==> src/rtl/sdm_ni_tx.sv <==
// Network-interface transmitter: flits are buffered in a small FIFO and sent as 1-of-4
// delay-insensitive codewords using a four-phase return-to-zero handshake on oa.
module sdm_ni_tx #(
  parameter int DW  = 8,
  parameter int SCN = DW / 2,
  parameter int FD  = 4,
  parameter int CW  = 16
) (
  input  logic           clk,
  input  logic           rst,
  input  logic           in_valid,
  output logic           in_ready,
  input  logic [DW-1:0]  in_data,
  input  logic           in_eof,
  output logic [SCN-1:0] o0,
  output logic [SCN-1:0] o1,
  output logic [SCN-1:0] o2,
  output logic [SCN-1:0] o3,
  output logic           o4,
  input  logic           oa,
  output logic           busy,
  output logic [CW-1:0]  tok_cnt
);

  localparam int AW = (FD > 1) ? $clog2(FD) : 1;

  typedef enum logic [1:0] {IDLE = 2'd0, SET = 2'd1, RTZ = 2'd2} state_t;

  state_t         state_reg, state_next;
  logic [DW:0]    mem [FD];
  logic [AW-1:0]  wr_ptr_reg, rd_ptr_reg;
  logic [AW:0]    count_reg, count_next;
  logic           oa_meta_reg, oa_s_reg;
  logic [SCN-1:0] o0_reg, o1_reg, o2_reg, o3_reg;
  logic           o4_reg;
  logic [CW-1:0]  tok_reg;
  logic           push, pop, rail_clr, full, empty;
  logic [DW:0]    head;
  logic [SCN-1:0] enc0, enc1, enc2, enc3;

  assign full     = (count_reg == (AW+1)'(FD));
  assign empty    = (count_reg == '0);
  assign in_ready = !full && !rst;
  assign push     = in_valid && in_ready;
  assign head     = mem[rd_ptr_reg];

  // Storage has no reset; only pointers and count define FIFO contents.
  always_ff @(posedge clk) begin
    if (push) mem[wr_ptr_reg] <= {in_eof, in_data};
  end

  always_comb begin
    count_next = count_reg;
    case ({push, pop})
      2'b10:   count_next = count_reg + 1'b1;
      2'b01:   count_next = count_reg - 1'b1;
      default: count_next = count_reg;
    endcase
  end

  always_ff @(posedge clk) begin
    if (rst) begin
      wr_ptr_reg <= '0;
      rd_ptr_reg <= '0;
      count_reg  <= '0;
    end else begin
      if (push) wr_ptr_reg <= wr_ptr_reg + 1'b1;
      if (pop)  rd_ptr_reg <= rd_ptr_reg + 1'b1;
      count_reg <= count_next;
    end
  end

  // Eof tokens suppress every data rail so only o4 is raised.
  for (genvar gi = 0; gi < SCN; gi++) begin : g_enc
    logic [1:0] sym;
    assign sym      = head[2*gi +: 2];
    assign enc0[gi] = !head[DW] && (sym == 2'd0);
    assign enc1[gi] = !head[DW] && (sym == 2'd1);
    assign enc2[gi] = !head[DW] && (sym == 2'd2);
    assign enc3[gi] = !head[DW] && (sym == 2'd3);
  end

  always_ff @(posedge clk) begin
    if (rst) begin
      oa_meta_reg <= 1'b0;
      oa_s_reg    <= 1'b0;
    end else begin
      oa_meta_reg <= oa;
      oa_s_reg    <= oa_meta_reg;
    end
  end

  always_comb begin
    state_next = state_reg;
    pop        = 1'b0;
    rail_clr   = 1'b0;
    case (state_reg)
      IDLE: begin
        if (!empty && !oa_s_reg) begin
          state_next = SET;
          pop        = 1'b1;
        end
      end
      SET: begin
        if (oa_s_reg) begin
          state_next = RTZ;
          rail_clr   = 1'b1;
        end
      end
      RTZ: begin
        if (!oa_s_reg) begin
          if (!empty) begin
            state_next = SET;
            pop        = 1'b1;
          end else begin
            state_next = IDLE;
          end
        end
      end
      default: state_next = IDLE;
    endcase
  end

  always_ff @(posedge clk) begin
    if (rst) begin
      state_reg <= IDLE;
      tok_reg   <= '0;
      o0_reg    <= '0;
      o1_reg    <= '0;
      o2_reg    <= '0;
      o3_reg    <= '0;
      o4_reg    <= 1'b0;
    end else begin
      state_reg <= state_next;
      if (pop) begin
        o0_reg <= enc0;
        o1_reg <= enc1;
        o2_reg <= enc2;
        o3_reg <= enc3;
        o4_reg <= head[DW];
      end else if (rail_clr) begin
        o0_reg <= '0;
        o1_reg <= '0;
        o2_reg <= '0;
        o3_reg <= '0;
        o4_reg <= 1'b0;
      end
      if (rail_clr) tok_reg <= tok_reg + 1'b1;
    end
  end

  assign o0      = o0_reg;
  assign o1      = o1_reg;
  assign o2      = o2_reg;
  assign o3      = o3_reg;
  assign o4      = o4_reg;
  assign tok_cnt = tok_reg;
  assign busy    = !empty || (state_reg != IDLE);

endmodule

==> config.mk <==
export PLATFORM = sky130hd
export DESIGN_NAME = sdm_ni_tx
export DESIGN_NICKNAME = d
export VERILOG_FILES = /design/src/rtl/sdm_ni_tx.sv
export SDC_FILE = /design/constraint.sdc
export NUM_CORES = 1
export LEC_CHECK = 0
export CORE_ASPECT_RATIO = 0.9
export CORE_UTILIZATION = 57
export DETAILED_ROUTE_END_ITERATION = 7
export HOLD_SLACK_MARGIN = 0.02
export PLACE_DENSITY = 0.83
export SYNTH_ARGS = -nofsm -noshare
export SYNTH_HDL_FRONTEND = slang
export SYNTH_SLANG_ARGS = --single-unit
==> constraint.sdc <==
create_clock -name clk -period 3.8 [get_ports clk]
set_input_delay 0.38 -clock clk [delete_from_list [all_inputs] [get_ports clk]]
set_output_delay 0.38 -clock clk [all_outputs]
set_load 0.01 [all_outputs]
==> run_results.csv <==
group,metric,value,unit
critical_path,cp_data_arrival_time,2.79,ns
yosys,synth_top_family_by_area,"simple AND/OR/NAND/NOR gates",
floorplan,initial_core_util,60.5,%
timing,period_share,66.0,%
timing,tns,0,ns
yosys,synth_top_area_share,33.4,%
yosys,synth_nets,266,
floorplan,core,0.00535,mm²
global_routing,grt_pass1_vias,1869,
timing,fmax,0.399,GHz
clock_tree,cts.sinks,82,
critical_path,cp-start-kind,"register",
finish,n_antenna_cell,0,
critical_path,max_stage_delay,0.39,ns
route,num_vias,2074,
route,wirelength,5.61,mm
finish,drive_gt1_share,11.6,%
job,max_cap_violations,0,
floorplan,dieArea,0.00599,mm²
global_routing,grt_max_degree,33,
yosys,synth_xor_area_share,4.60,%
finish,layout_commonest_cell,"clkdlybuf4s50_1",
finish,largest_register_ffs,36,
clock_tree,postCtsSetupBuffers,0,
yosys,synth-seq-area-share,61.8,%
placed_design,io_buffers,47,
route,postRouteAntennaNets,0,
timing,setup_viol,0,
yosys,ys_ff_latch,82,
min_path,worstHoldPathCells,1,
floorplan,rows,25,
timing,rsz0062_at_grt,"false",
critical_path,crit_chain,"or2_2 -> nor2_1 -> ha_1 -> inv_1 -> fa_1 -> xor2_1 -> or3_1 -> a21oi_1",
global_routing,grt_pass1_wl,8.89,mm
critical_path,cp_max_fo,7,
finish,layoutNonFillerInstCount,368,
finish,area_delta_synth_final,23.6,%
critical_path,reg2regPathDepth,8,
floorplan,die_h,73.5,µm
power,power.density,615,mW/mm²
finish,utilization,74.9,%
finish,finalNetCount,316,
clock_tree,cts.reportedPaths.clkPinSlew,0.08,ns
floorplan,die_w,81.5,µm
clock_tree,cts_tree,"yes",
clock_tree,root_buffer,"clkbuf_8",
route,first_pass_iters,4,
timing,final.setup_skew,0.00783,ns
route,drc,0,
clock_tree,numCtsBuffers,9,
yosys,synth_adder_area_share,2.94,%
clock_tree,cts_buffer_depth,2,
timing,worstMarginPinSlew,1.03,ns
global_routing,grtUsageTotal,21.1,%
power,power.leakage,1.36,nW
floorplan,io_pins,48,
timing,slew_viol_final,0,
clock_tree,clock_latency,0.35,ns
yosys,synth_area_leaders,"edfxtp_1 33%, dfxtp_1 28%, mux4_2 6.3%",
timing,layout_min_cycle_time,2.51,ns
yosys,synthSimpleGateAreaFrac,13.2,%
yosys,synth_top_area_cell,"edfxtp_1",
critical_path,worstSetupPathType,"reg2reg",
timing,relSlewSlack,30.9,%
route,wire_per_inst,15.2,µm
power,peakVddDrop,0.512,mV
yosys,avgSynthCellArea,13.2,µm²
yosys,syn_area,0.00324,mm²
run_status,outcome,"completed",
finish,final_cell_mix,"47 x clkdlybuf4s50_1, 46 x dfxtp_1, 36 x edfxtp_1, 21 x nor2_1, 17 x nand2_1",
route,drt-initial-drc-count,99,
global_routing,grt_overflow,0,
route,via_per_inst,5.64,
clock_tree,cts_resized,0,
finish,top_register,"mem",
clock_tree,htree_num_levels,3,
yosys,yosysUniqueCellTypes,40,
critical_path,critical_path_required,4.08,ns
yosys,synthCells,246,
placed_design,gp_congestion,0.729,
yosys,synth_mux_area_share,6.57,%
global_routing,antenna_found_initial,0,
critical_path,crit_path_end_kind,"register",
critical_path,slowest_stage,"dfxtp_1",
placed_design,dpl.cell_count,352,
timing,finalHoldViolCount,0,
min_path,holdCritPathClass,"reg2reg",
yosys,yosys_warnings,0,
clock_tree,ctsHoldBuffers,0,
yosys,synth_compound_area_share,7.50,%
placed_design,hpwl,3.78,mm
[final cells by class]
type                       instances  area [µm²]
timing repair buffer              48         478
clock inverter                     7         140
tap                               67        83.8
inverter                          13        48.8
multi-input combinational        142        1130
sequential                        82        2000
clock buffer                       9         124
fill                             347        1350
[stage by stage]
stage	hold WS [ns]	cell area (µm²)	power, W	worst slack [ns]
3_3_place_gp	0.418	3740	0.00165	1.19
5_1_grt	0.455	4000	0.00258	1.13
3_5_place_dp	0.429	3740	0.00167	1.09
2_1_floorplan	0.414	3240	0.00152	1.50
4_1_cts	0.450	4000	0.00248	1.27
6_report	0.444	4000	0.00246	1.29
[final timing paths]
check	slack, ns	from	to
min reg2reg	0.44	oa_meta_reg	oa_s_reg
max	1.29	state_reg[0]	count_reg[2]
min	0.44	oa_meta_reg	oa_s_reg
max reg2reg	1.29	state_reg[0]	count_reg[2]
[metal layers]
| layer | wire length (µm) | vias to the layer above | track usage, % | part of all wire (%) |
|---|---|---|---|---|
| li1 | - | 1003 | - | - |
| met1 | 2480 | 998 | 26.6 | 44 |
| met2 | 2700 | 61 | 32.9 | 48 |
| met3 | 324 | 12 | 7.58 | 5.8 |
| met4 | 106 | 0 | 8.73 | 1.9 |
| met5 | 0 | - | 0 | 0 |
[power breakdown]
group | internal (W) | switching, W | leakage (nW)
logic | 0.000271 | 0.000288 | 0.532
clock network | 0.000503 | 0.000299 | 0.127
registers | 0.00101 | 0.0000939 | 0.700
total | 0.00178 | 0.000680 | 1.36
[synthesized netlist by cell type, drive strengths merged]
| master | instances |
|---|---|
| nand2 | 17 |
| nor2 | 21 |
| a21oi | 8 |
| nor4 | 5 |
| and3 | 1 |
| xor2 | 6 |
| or2 | 1 |
| nand3 | 4 |
| a211oi | 1 |
| a31o | 1 |
| nor3b | 2 |
| ha | 6 |
| nor3 | 6 |
| fa | 1 |
| nor2b | 2 |
| buf | 4 |
| and2 | 4 |
| mux2i | 1 |
| clkbuf | 5 |
| a2111oi | 1 |
| nand3b | 1 |
| mux4 | 9 |
| o2bb2ai | 8 |
| or3 | 4 |
| o21ai | 4 |
| inv | 13 |
| dfxtp | 46 |
| and3b | 1 |
| xnor2 | 11 |
| edfxtp | 36 |
| nand4 | 5 |
| o31ai | 1 |
| or4 | 1 |
| a32o | 8 |
| and4 | 1 |
[critical path: cells and delay by family (launching register included)]
family / cells / cell delay (ns)
xor+xnor: 1 / 0.16
compound gates: 1 / 0.14
simple gates: 3 / 1.04
flops: 1 / 0.39
fa+ha+maj: 2 / 0.64
buf+inv: 1 / 0.06
[logic make-up (layout without fill, tap and decap cells)]
| group | Yosys count | after routing |
|---|---|---|
| AND/OR/NAND/NOR | 76 | 76 |
| multiplexers | 10 | 10 |
| AO/OA/AOI/OAI | 32 | 32 |
| flip-flops | 82 | 82 |
| buffers and inverters | 22 | 77 |
| XOR/XNOR | 17 | 17 |
| adder cells (fa/ha/maj) | 7 | 7 |
Note: power is estimated with default switching activity, not from simulation.
